--- config.mk ---
export PLATFORM = sky130hd
export DESIGN_NAME = fetch_unit
export DESIGN_NICKNAME = d
export VERILOG_FILES = /design/src/rtl/fetch_pkg.sv /design/src/rtl/fetch_pc_gen.sv /design/src/rtl/fetch_unit.sv
export SDC_FILE = /design/constraint.sdc
export NUM_CORES = 1
export LEC_CHECK = 0
export BUFFER_PORTS_ARGS = -buffer_cell sky130_fd_sc_hd__buf_2
export CAP_MARGIN = 25
export CELL_PAD_IN_SITES_DETAIL_PLACEMENT = 2
export CELL_PAD_IN_SITES_GLOBAL_PLACEMENT = 2
export CORE_MARGIN = 1.5
export CORE_UTILIZATION = 27
export DETAILED_ROUTE_END_ITERATION = 12
export GPL_TIMING_DRIVEN = 1
export PLACE_DENSITY_LB_ADDON = 0.1
export SLEW_MARGIN = 40
export SYNTH_ARGS = -nofsm -noshare
export SYNTH_HDL_FRONTEND = slang
export SYNTH_SLANG_ARGS = --single-unit
--- constraint.sdc ---
create_clock -name clk -period 2.3 [get_ports clk]
set_input_delay 0.345 -clock clk [delete_from_list [all_inputs] [get_ports clk]]
set_output_delay 0.345 -clock clk [all_outputs]
set_load 0.02 [all_outputs]
--- src/rtl/fetch_pkg.sv ---
// rtl/fetch_pkg.sv - shared fetch-stage types: state enum, widths, FIFO entry struct
package fetch_pkg;

   localparam int XLEN              = 32;
   localparam int INSTR_WIDTH       = XLEN;
   localparam int FETCH_ENTRY_WIDTH = 2 * XLEN;

   typedef enum logic [1:0] {
      REQ   = 2'd0,
      WAIT  = 2'd1,
      HOLD  = 2'd2,
      DRAIN = 2'd3
   } fetch_state_t;

   // Layout shared with the downstream instruction FIFO: pc in the upper half.
   typedef struct packed {
      logic [XLEN-1:0]        pc;
      logic [INSTR_WIDTH-1:0] instr;
   } fetch_entry_t;

endpackage

--- src/rtl/fetch_pc_gen.sv ---
// rtl/fetch_pc_gen.sv - fetch PC register and next-PC mux (optional FETCH_INIT_EN preload port)
module fetch_pc_gen #(
   parameter int              XLEN     = 32,
   parameter logic [XLEN-1:0] RESET_PC = '0
)(
   input  logic            clk,
   input  logic            rst_aH,
`ifdef FETCH_INIT_EN
   input  logic            init_i,
   input  logic [XLEN-1:0] init_pc_i,
`endif
   input  logic            redirect_i,
   input  logic [XLEN-1:0] redirect_pc_i,
   input  logic            advance_i,
   output logic [XLEN-1:0] pc_o
);

   logic [XLEN-1:0] pc_q;
   logic [XLEN-1:0] pc_d;

   // Next-PC priority: init, then redirect, then sequential advance, else hold.
   // Low two bits are always cleared so the fetch address stays word aligned.
   always_comb begin
      pc_d = pc_q;
`ifdef FETCH_INIT_EN
      if (init_i) begin
         pc_d = {init_pc_i[XLEN-1:2], 2'b00};
      end else
`endif
      if (redirect_i) begin
         pc_d = {redirect_pc_i[XLEN-1:2], 2'b00};
      end else if (advance_i) begin
         pc_d = pc_q + XLEN'(4);
      end
   end

   // PC register; the add above wraps modulo 2^XLEN.
   always_ff @(posedge clk or posedge rst_aH) begin
      if (rst_aH) begin
         pc_q <= RESET_PC;
      end else begin
         pc_q <= pc_d;
      end
   end

   assign pc_o = pc_q;

endmodule

--- src/rtl/fetch_unit.sv ---
// rtl/fetch_unit.sv - in-order fetch stage feeding the instruction FIFO (optional FETCH_INIT_EN)
module fetch_unit #(
   parameter int              XLEN        = 32,
   parameter logic [XLEN-1:0] RESET_PC    = '0,
   parameter int              ENTRY_WIDTH = 2 * XLEN
)(
   input  logic                   clk,
   input  logic                   rst_aH,
   output logic                   imem_req_valid,
   input  logic                   imem_req_ready,
   output logic [XLEN-1:0]        imem_req_addr,
   input  logic                   imem_resp_valid,
   input  logic [XLEN-1:0]        imem_resp_data,
   input  logic                   redirect_valid,
   input  logic [XLEN-1:0]        redirect_pc,
   output logic                   enq_valid,
   input  logic                   enq_ready,
   output logic [ENTRY_WIDTH-1:0] enq_data
`ifdef FETCH_INIT_EN
   ,
   input  logic                   init,
   input  logic [XLEN-1:0]        init_pc
`endif
);

   import fetch_pkg::*;

   fetch_state_t    state_q;
   logic [XLEN-1:0] hold_instr_q;
   logic [XLEN-1:0] pc;
   logic            fresh_q;
   logic            req_fire;
   logic            enq_fire;

   // Request is suppressed while reset is held even though state already reads REQ.
   assign imem_req_valid = (state_q == REQ) && !rst_aH;
   assign imem_req_addr  = pc;
   assign req_fire       = imem_req_valid && imem_req_ready;

   // Redirect beats the enqueue: enq_valid never depends on enq_ready.
   assign enq_valid = (state_q == HOLD) && !redirect_valid;
   assign enq_fire  = enq_valid && enq_ready;
   assign enq_data  = (state_q == HOLD) ? {pc, hold_instr_q} : '0;

   fetch_pc_gen #(
      .XLEN     (XLEN),
      .RESET_PC (RESET_PC)
   ) u_pc_gen (
      .clk           (clk),
      .rst_aH        (rst_aH),
`ifdef FETCH_INIT_EN
      .init_i        (init),
      .init_pc_i     (init_pc),
`endif
      .redirect_i    (redirect_valid),
      .redirect_pc_i (redirect_pc),
      .advance_i     (enq_fire),
      .pc_o          (pc)
   );

   // Fetch FSM: one outstanding request, redirect discards in-flight or held work.
   always_ff @(posedge clk or posedge rst_aH) begin
      if (rst_aH) begin
         state_q      <= REQ;
         hold_instr_q <= '0;
         fresh_q      <= 1'b1;
      end
`ifdef FETCH_INIT_EN
      else if (init) begin
         state_q      <= REQ;
         hold_instr_q <= '0;
      end
`endif
      else begin
         if (req_fire) begin
            fresh_q <= 1'b0;
         end
         case (state_q)
            REQ: begin
               if (req_fire) begin
                  state_q <= redirect_valid ? DRAIN : WAIT;
               end
            end
            WAIT: begin
               if (redirect_valid) begin
                  state_q <= imem_resp_valid ? REQ : DRAIN;
               end else if (imem_resp_valid) begin
                  hold_instr_q <= imem_resp_data;
                  state_q      <= HOLD;
               end
            end
            HOLD: begin
               if (redirect_valid || enq_ready) begin
                  state_q <= REQ;
               end
            end
            DRAIN: begin
               if (imem_resp_valid) begin
                  state_q <= REQ;
               end
            end
            default: state_q <= REQ;
         endcase
      end
   end

   // A response is illegal in HOLD, and in REQ unless it may be the stale
   // answer to a request that was in flight when reset hit (fresh_q).
   a_resp_protocol: assert property (@(posedge clk) disable iff (rst_aH)
      !(imem_resp_valid && ((state_q == HOLD) || ((state_q == REQ) && !fresh_q))));

endmodule

==> results of run 1 <==
==> stage by stage <==
stage | utilization | total power [mW] | std cells
after floorplan | - | 2.52 | 380
after global placement | 0.352 | 2.95 | 703
after detailed placement | 0.352 | 3.03 | 703
after CTS | 0.376 | 4.51 | 719
after global routing | 0.376 | 4.70 | 719
final | 0.376 | 4.43 | 719
==> per-layer routing <==
metal  up-vias  part of all wire  routed length [µm]
li1       1669                 -                   -
met1      1803              0.45                5640
met2       108              0.50                6250
met3         9             0.041                 509
met4         0             0.012                 147
met5         -                 0                   0
==> cells by family (layout without fill, tap and decap cells) <==
group           count (synthesis)  count (layout)  share of synthesized area
buf+inv                        33             196                     0.0441
other cells                     1               4                    0.00103
mux                            33              33                      0.102
compound gates                 46              46                     0.0855
fa+ha+maj                       1               1                    0.00345
xor+xnor                       11              11                     0.0265
simple gates                  188             188                      0.296
flops                          64              64                      0.441
==> layout make-up <==
cell class	instances	area [µm²]	area share
inverters	6	22.5	0.00454
repair buffers	174	916	0.185
multi-input cells	283	1890	0.380
flip-flops and latches	64	1600	0.323
clock buffers	13	250	0.0504
clock inverters	3	65.1	0.0131
well taps	176	220	0.0444
==> Yosys cell counts, types with 2 or more instances <==
cell / count
nand2_1: 29
nand4_1: 17
o311ai_0: 3
a22oi_1: 2
nor4_1: 4
or4_1: 9
inv_1: 6
dfrtp_1: 64
o21ai_0: 13
a31oi_1: 11
and3_2: 2
nand3_1: 17
mux2_2: 31
nand4b_1: 2
nor3_1: 6
o211ai_1: 2
nor2b_1: 4
buf_6: 2
buf_2: 5
buf_4: 4
nor2_1: 23
and2_1: 61
o31ai_1: 10
or3_1: 3
and4_1: 5
clkbuf_1: 15
xor2_1: 6
xnor2_1: 5
==> power by group <==
part           total (mW)  switching, mW  leakage [nW]  internal [mW]
Clock                1.46          0.478         0.154          0.977
Combinational        1.29          0.707          1.48          0.583
Sequential           1.69          0.218         0.763           1.47
Total                4.43           1.40          2.39           3.03
==> worst max-delay path, stage by stage, from the launching register on <==
cell and delay, ns:
dfrtp_1 0.38, buf_4 0.17, nor2b_4 0.31, buf_12 0.22, and2_1 0.16, buf_2 0.17
==> registers in the layout (all words and copies together), names as in the netlist <==
register and count:
hold_instr_q 32, u_pc_gen.pc_o 30, state_q 2
==> worst paths after layout <==
path | endpoint | cells after the start | slack (ns) | start
hold reg to reg | hold_instr_q[16] | 1 | 0.48 | hold_instr_q[16]
hold / removal | hold_instr_q[28] | 3 | 0.12 | rst_aH
max in group asynchronous | u_pc_gen.pc_o[15] | 3 | 1.80 | rst_aH
setup reg to reg | u_pc_gen.pc_o[28] | 4 | 0.34 | u_pc_gen.pc_o[21]
min in group clk | u_pc_gen.pc_o[5] | 3 | 0.23 | redirect_pc[5]
setup / recovery | enq_data[0] | 5 | 0.19 | state_q[0]
==> metrics.txt, run 1 <==
status=finished, final reports clean; element type at the critical path end=output port; Max Slew Vio Count=0; Final ANT Viol Nets=0; clk buf depth=2; Core Rows=42; synth-to-layout area growth=36.7%; most frequent cells in the layout=161 x buf_2, 64 x dfrtp_1, 61 x and2_1, 31 x mux2_2, 29 x nand2_1; IR drop worst, VDD=~0.34 mV; unrepaired setup endpoints after global routing=no; input/output buffers=approximately 160; gr usage total=0.183; die area=~0.014 mm²; GR met1 Demand/Resource=0.233; Post-synth EDFFs=0; fin area=approximately 0.005 mm²; final setup fails=0; Final Hold Slack=0.123 ns; layout cells sized above 1=0.414; final wirelength=about 13,000 µm; fillers=approximately 1,500; die span in x=119 µm; post-synth top area cell=dfrtp_1; post-cts resize count=0; post-place instance area=0.00465 mm²; Worst setup SP type=flip-flop; leak pwr=2.39 nW; first-pass GRT wire length=between 20,000 and 25,000 µm; worst min-delay path class=in -> async; initial core utilization=0.275; Netlist cell types=44; Clock Sink Count=between 60 and 70; Worst-Margin Slew=0.510 ns; met3 Use GR=0.0292; post-synth top area share=0.441; Synth Register Bits=between 60 and 70; ant diodes=0; core area=0.0132 mm²; setup ws final=0.194 ns; count of final hold-check violations=0; Skew-Pair Late Insertion Delay=approximately 0.33 ns; clock-pin slew on the worst setup and hold paths=approximately 0.050 ns; CTS tree=built; Setup Buffers After CTS=0; FMAX=475 MHz; critical path data arrival time=1.76 ns; CP max FO=37; vias in the first global route=3,785; Die H=119 µm; pin count of the biggest net entering global routing=47; clock skew=0.00445 ns; min Tclk post-route=between 2 and 2.5 ns; setup slack at placement=0.341 ns; max-cap violations=0; Avg Cell Area, Syn=a little under 10 µm²; initial antenna violation count=0; fin crit share=0.916; drt pass-1 iters=4; # DRC=0; yosys warns=0; most used routing layer=met2; WL/cell=around 17 µm; Setup Total Neg Slack=0 ns; pwr/cell area=between 800 and 900 mW/mm²; ys async rst share=1.00; Seq/Total Area, Yosys=0.441; depth of the CTS H-tree=3; DR vias=between 3,000 and 4,000; Initial DRC Count=around 130; most common cell after layout, fill and taps aside=buf_2; top post-synthesis cells by area=dfrtp_1 44%, and2_1 11%, mux2_2 9.6%, nand2_1 3.0%, nand4_1 2.9%; total CTS buffers=9; Req. time, crit path=1.96 ns; Synth Instances=about 380; Main synth FF type=dfrtp_1; GR met2 Demand/Resource=0.318; gr ovfl total=0; Mapped Area=~0.0036 mm²; Crit Path Category=reg -> out; Max-slew headroom=0.657; HPWL after DPL=slightly above 9000 µm; Root Driver=clkbuf_16; IO Count=~170; CTS Hold Buffers Added=0; fin nets=~610; routed vias/inst=4.99; Final Wtd Congestion=roughly 0.75
Note: power is estimated with default switching activity, not from simulation.
==> run 2, diff against run 1 <==
--- a/config.mk
+++ b/config.mk
@@ -14,6 +14,7 @@
 export DETAILED_ROUTE_END_ITERATION = 12
 export GPL_TIMING_DRIVEN = 1
 export PLACE_DENSITY_LB_ADDON = 0.1
+export RECOVER_POWER = 100
 export SLEW_MARGIN = 40
 export SYNTH_ARGS = -nofsm -noshare
 export SYNTH_HDL_FRONTEND = slang
==> run 2 against run 1 <==
Against the previous run: the run now ends with capacitance limit, slew limit left; register-to-register slack got worse by 0.08 ns; combinational power about the same; clock-buffer cell count unchanged; sequential share of layout area up 0.60 points; hold slack improved by 0.11 ns; fmax is 1.3% lower; setup slack got worse by 0.029 ns; die area did not move; power shrank 0.72%.
==> metrics.txt, run 2 (synthesized netlist as in run 1, its figures left out) <==
status=complete, but fails checks; failing checks=capacitance limit, slew limit; initial core utilization=0.275 (unchanged); Clock Sink Count=64 (unchanged); Root Driver=clkbuf_16; most frequent cells in the layout=84 x buf_2, 64 x dfrtp_1, 56 x clkbuf_1, 55 x and2_1, 31 x mux2_2; count of final hold-check violations=0 (unchanged); Hold Path Stages=3; max incr delay on CP=0.37 ns (about the same); # DRC=0 (unchanged); clock-pin slew on the worst setup and hold paths=0.05 ns (about the same); Final Hold Slack=0.229 ns (+0.105 ns); gr usage total=0.183 (unchanged); final wirelength=12,500 µm (-0.14%); Max Slew Vio Count=32 (+32); Crit Path Category=reg -> out; pin count of the biggest net entering global routing=47 (unchanged); Initial DRC Count=133 (+3.9%); Final Wtd Congestion=0.746 (unchanged); fin crit share=0.928 (+0.0125); Slowest cell on crit path=dfrtp_1; critical path startpoint=state_q[0]; final setup fails=0 (unchanged); die span in x=119 µm (unchanged); ant diodes=0 (unchanged); clock skew=0.00449 ns (+0.0000416 ns); element type at the critical path end=output port; HPWL after DPL=9210 µm (unchanged); leak pwr=2.19 nW (-8.5%); total CTS buffers=9 (unchanged); Die H=119 µm (unchanged); first-pass GRT wire length=20,500 µm (unchanged); DR vias=3,559 (-0.84%); FMAX=468 MHz (-1.3%); max reg flops=32 (unchanged); layout cells sized above 1=0.309 (-0.105); WL/cell=17.4 µm (-0.14%); Worst-Margin Slew=1.70 ns (+1.19 ns); most common cell after layout, fill and taps aside=buf_2; Reg with most FFs=hold_instr_q; post-place instance area=0.00465 mm² (unchanged); Max-slew headroom=-0.135 (-0.791); Final ANT Viol Nets=0 (unchanged); CP max FO=37 (unchanged); Setup Total Neg Slack=0 ns (unchanged); max-cap violations=1 (+1); input/output buffers=161 (unchanged); pwr/cell area=903 mW/mm² (+1.1%); Req. time, crit path=1.96 ns (about the same); core area=0.0132 mm² (unchanged); IR drop worst, VDD=0.333 mV (-1.5%); routed vias/inst=4.95 (-0.84%); worst r2r src=state_q[1]; fin area=0.00487 mm² (-1.8%); worst min-delay path class=in -> reg; fin nets=609 (unchanged); clk buf depth=2 (unchanged); critical path data arrival time=1.79 ns (+0.03 ns); Register-to-Register Path Depth=5 (+1); unrepaired setup endpoints after global routing=no; Hold Startpoint=redirect_pc[5]; gr ovfl total=0 (unchanged); post-cts resize count=0 (unchanged); CP Cell Sequence=buf_4 > nor2b_4 > buf_12 > and2_1 > clkbuf_1; depth of the CTS H-tree=3 (unchanged); CTS tree=built; min Tclk post-route=2.14 ns (+0.0287 ns); synth-to-layout area growth=34.2%; die area=0.0142 mm² (unchanged); Worst setup SP type=flip-flop; IO Count=168 (unchanged); Core Rows=42 (unchanged); Skew-Pair Late Insertion Delay=0.33 ns (about the same); initial antenna violation count=0 (unchanged); drt pass-1 iters=4 (unchanged); Setup Buffers After CTS=0 (unchanged); vias in the first global route=3,785 (unchanged); CTS Hold Buffers Added=0 (unchanged)
==> run 2: per-stage QoR <==
step           std cells   util  setup WS [ns]  power (mW)
6_report             719  0.369          0.165        4.40
2_1_floorplan        380      -          0.357        2.52
5_1_grt              719  0.369         0.0389        4.67
4_1_cts              719  0.376          0.139        4.51
3_3_place_gp         703  0.352          0.415        2.95
3_5_place_dp         703  0.352          0.341        3.03
==> run 2: per-layer routing <==
metal | track usage | vias to the layer above | share of wire
met5 | 0 | - | 0
met4 | 0.0602 | 0 | 0.0087
met3 | 0.0292 | 10 | 0.048
met2 | 0.318 | 111 | 0.50
met1 | 0.233 | 1769 | 0.45
li1 | - | 1669 | -
==> run 2: worst max-delay path: cells and delay by family, from the launching register on <==
family,cells,cell delay (ns)
simple gates,2,0.45
buf+inv,3,0.61
flops,1,0.37
==> run 2: worst paths after layout <==
| kind | slack [ns] | to |
|---|---|---|
| setup reg to reg | 0.26 | u_pc_gen.pc_o[21] |
| max in group asynchronous | 0.67 | hold_instr_q[0] |
| hold / removal | 0.23 | u_pc_gen.pc_o[5] |
| setup / recovery | 0.16 | enq_data[4] |
| min in group asynchronous | 0.35 | state_q[1] |
| hold reg to reg | 0.48 | hold_instr_q[16] |
==> run 2: where the power goes <==
group,internal [mW],switching [mW],leakage (nW)
Sequential,1.47,0.221,0.763
Clock,0.977,0.475,0.154
Combinational,0.550,0.710,1.27
Total,2.99,1.41,2.19
==> run 2: final cells by class <==
cell class              count  area (µm²)
clock buffers              13         250
clock inverters             3        65.1
fillers                  1517        8320
inverters                   6        22.5
multi-input cells         283        1870
flip-flops and latches     64        1600
well taps                 176         220
repair buffers            174         840
==> run 3, diff against run 2 <==
--- a/config.mk
+++ b/config.mk
@@ -10,7 +10,7 @@
 export CELL_PAD_IN_SITES_DETAIL_PLACEMENT = 2
 export CELL_PAD_IN_SITES_GLOBAL_PLACEMENT = 2
 export CORE_MARGIN = 1.5
-export CORE_UTILIZATION = 27
+export CORE_UTILIZATION = 28
 export DETAILED_ROUTE_END_ITERATION = 12
 export GPL_TIMING_DRIVEN = 1
 export PLACE_DENSITY_LB_ADDON = 0.1
@@ -18,4 +18,5 @@
 export SLEW_MARGIN = 40
 export SYNTH_ARGS = -nofsm -noshare
 export SYNTH_HDL_FRONTEND = slang
+export SYNTH_HIERARCHICAL = 1
 export SYNTH_SLANG_ARGS = --single-unit
==> run 3 against run 2 <==
Against the previous run: clock power up 8%; combinational power is 6% lower; cell count shrank 2.9%; the flow still finishes with violations (capacitance limit, slew limit); routed wire length down 3.7%; hold slack got worse by 0.13 ns; synthesized cell count decreased by 6.4%; critical path type unchanged; sequential share of layout area hardly changed.
==> metrics.txt, run 3 <==
top post-synthesis cells by area=dfrtp_1 43%, mux2_4 12%, and2_1 11%, nand2_1 2.8%, o21ai_0 2.6%; IO Count=168 (unchanged); Netlist cell types=45 (+2.3%); CP Cell Sequence=and2b_2 > buf_4 > and2_1 > buf_2; max-cap violations=1 (unchanged); core area=0.0128 mm² (-3.2%); ant diodes=0 (unchanged); Mapped Area=0.00370 mm² (+2.0%); element type at the critical path end=output port; most frequent cells in the layout=93 x buf_2, 64 x dfrtp_1, 48 x and2_1, 39 x clkbuf_1, 37 x clkbuf_2; fin area=0.00487 mm² (about the same); final setup fails=0 (unchanged); placed cells=676 (-3.8%); pin count of the biggest net entering global routing=66 (+40%); IR drop worst, VDD=0.307 mV (-7.9%); DR vias=3,383 (-4.9%); initial core utilization=0.290 (+0.0147); Post-synth EDFFs=0 (unchanged); max incr delay on CP=0.45 ns (+0.08 ns); Pwr Total=4.44 mW (+0.94%); critical path data arrival time=1.80 ns (about the same); vias in the first global route=3,570 (-5.7%); drt pass-1 iters=4 (unchanged); ys async rst share=1.00 (unchanged); Max Slew Vio Count=31 (-3.1%); Initial DRC Count=129 (-3.0%); max reg flops=32 (unchanged); Final Wtd Congestion=0.730 (-2.1%); input/output buffers=161 (unchanged); post-place instance area=0.00467 mm² (+0.51%); final wirelength=12,100 µm (-3.7%); total CTS buffers=9 (unchanged); CP max FO=65 (+76%); leak pwr=2.26 nW (+3.1%); Skew-Pair Late Insertion Delay=0.34 ns (about the same); gr ovfl total=0 (unchanged); Die H=118 µm (-0.80%); Main synth FF type=dfrtp_1; post-route insts no fill=698 (-2.9%); most used routing layer=met2; clock-pin slew on the worst setup and hold paths=0.06 ns (about the same); Post-synth top cells=66 x and2_1, 64 x dfrtp_1, 30 x mux2_4; Final ANT Viol Nets=0 (unchanged); layout cells sized above 1=0.325 (+0.0157); post-synth top area share=0.432 (-0.00864); post-synth top area cell=dfrtp_1; Top Family by Delay on Critical Path=buffers and inverters; count of final hold-check violations=0 (unchanged); failing checks=capacitance limit, slew limit; most common cell after layout, fill and taps aside=buf_2; die area=0.0139 mm² (-1.6%); die span in x=118 µm (-0.80%); min Tclk post-route=2.15 ns (+0.0132 ns); gr usage total=0.176 (-0.00711); Crit path buffers/inverters=2 (-1); HPWL after DPL=8410 µm (-8.7%); unrepaired setup endpoints after global routing=no; Synth Instances=353 (-6.4%); GR met1 Demand/Resource=0.226 (-0.00700); depth of the CTS H-tree=3 (unchanged); Final Hold Slack=0.0960 ns (-0.133 ns); clock skew=0.00639 ns (+0.00190 ns); Root Driver=clkbuf_16; WL/cell=17.3 µm (-0.76%); routed vias/inst=4.85 (-2.1%); Avg Cell Area, Syn=10.5 µm² (+8.9%); Max-slew headroom=-0.269 (-0.134); synth-to-layout area growth=31.5%; yosys warns=6 (+6); status=complete, but fails checks; pwr/cell area=912 mW/mm² (+0.97%); clk buf depth=2 (unchanged); Clock Sink Count=64 (unchanged); Core Rows=41 (-2.4%); Reg with most FFs=hold_instr_q; initial antenna violation count=0 (unchanged); Req. time, crit path=1.96 ns (about the same); fin crit share=0.934 (+0.00574); Crit Path Category=reg -> out; Slowest cell on crit path=buf_4; Setup Total Neg Slack=0 ns (unchanged); CTS Hold Buffers Added=0 (unchanged); Seq/Total Area, Yosys=0.432 (-0.00864); met3 Use GR=0.0392 (+0.0100); Worst setup SP type=flip-flop; GR met2 Demand/Resource=0.286 (-0.0318); # DRC=0 (unchanged); most frequent cell after synthesis=and2_1; fin nets=592 (-2.8%); FMAX=465 MHz (-0.62%); CTS tree=built; Worst-Margin Slew=1.90 ns (+0.201 ns); first-pass GRT wire length=19,400 µm (-5.5%); Synth Register Bits=64 (unchanged); worst min-delay path class=in -> async
-- run 3: cell count changes after synthesis, moves of 4 or more --
cell and delta:
mux2_4 +30, mux2_2 -29, nor2_1 -9, nand4_1 -8, o21ai_0 +6, and2_1 +5, nand3_1 -5, and3_1 +4
nor3_1 -4, o31ai_1 -4, xor2_1 +4
-- run 3: metal layers --
metal  wire length, µm  vias to the layer above  part of all wire
li1                  -                     1583                 -
met1              5400                     1674              0.45
met2              5820                      113              0.48
met3               645                       13             0.053
met4               209                        0             0.017
met5                 0                        -                 0
-- run 3: worst reg2reg max path: stages (launching register included) --
cell and delay (ns):
dfrtp_1 0.37, and2b_2 0.22, and3_1 0.24, and4_4 0.32
nand4_4 0.18, clkbuf_1 0.18, or4_1 0.47, nand3_1 0.10
-- run 3: layout make-up --
class / count / area, µm²
fillers: 1465 / 7900
multi-input cells: 263 / 1830
flip-flops and latches: 64 / 1600
repair buffers: 178 / 868
clock buffers: 10 / 229
well taps: 172 / 215
clock inverters: 6 / 108
inverters: 5 / 18.8
-- run 3: kinds of logic after synthesis --
logic type	Yosys count	synth area share
buffers and inverters	29	0.0544
AO/OA/AOI/OAI	46	0.0774
AND/OR/NAND/NOR	166	0.270
multiplexers	33	0.130
flip-flops	64	0.432
adder cells (fa/ha/maj)	1	0.00338
other	1	0.00101
XOR/XNOR	13	0.0307
-- run 3: through the flow --
stage	util	setup WS, ns
2_1_floorplan	-	0.0734
3_3_place_gp	0.366	0.155
3_5_place_dp	0.366	0.0823
4_1_cts	0.392	0.0569
5_1_grt	0.381	0.00868
6_report	0.381	0.152
-- run 3: path summary, 6_finish.rpt --
check	startpoint	endpoint	cells past startpoint	slack [ns]
max	state_q[0]	enq_data[13]	4	0.15
min	rst_aH	hold_instr_q[0]	2	0.1
max reg2reg	state_q[0]	u_pc_gen/pc_o[18]	7	0.17
min reg2reg	hold_instr_q[11]	hold_instr_q[11]	1	0.48
max in group asynchronous	rst_aH	u_pc_gen/pc_o[12]	3	0.47
min in group clk	imem_resp_data[24]	hold_instr_q[24]	2	0.22
-- run 3: where the power goes --
group / switching (mW) / internal [mW] / leakage [nW]
Clock: 0.513 / 1.05 / 0.162
Combinational: 0.688 / 0.506 / 1.33
Sequential: 0.214 / 1.47 / 0.764
-- run 3: timing repair --
action / 4_1_cts / 5_1_grt
endpoints found under the setup margin: 0 / 6
buffers inserted: 0 / 4
resized for setup: 0 / 3
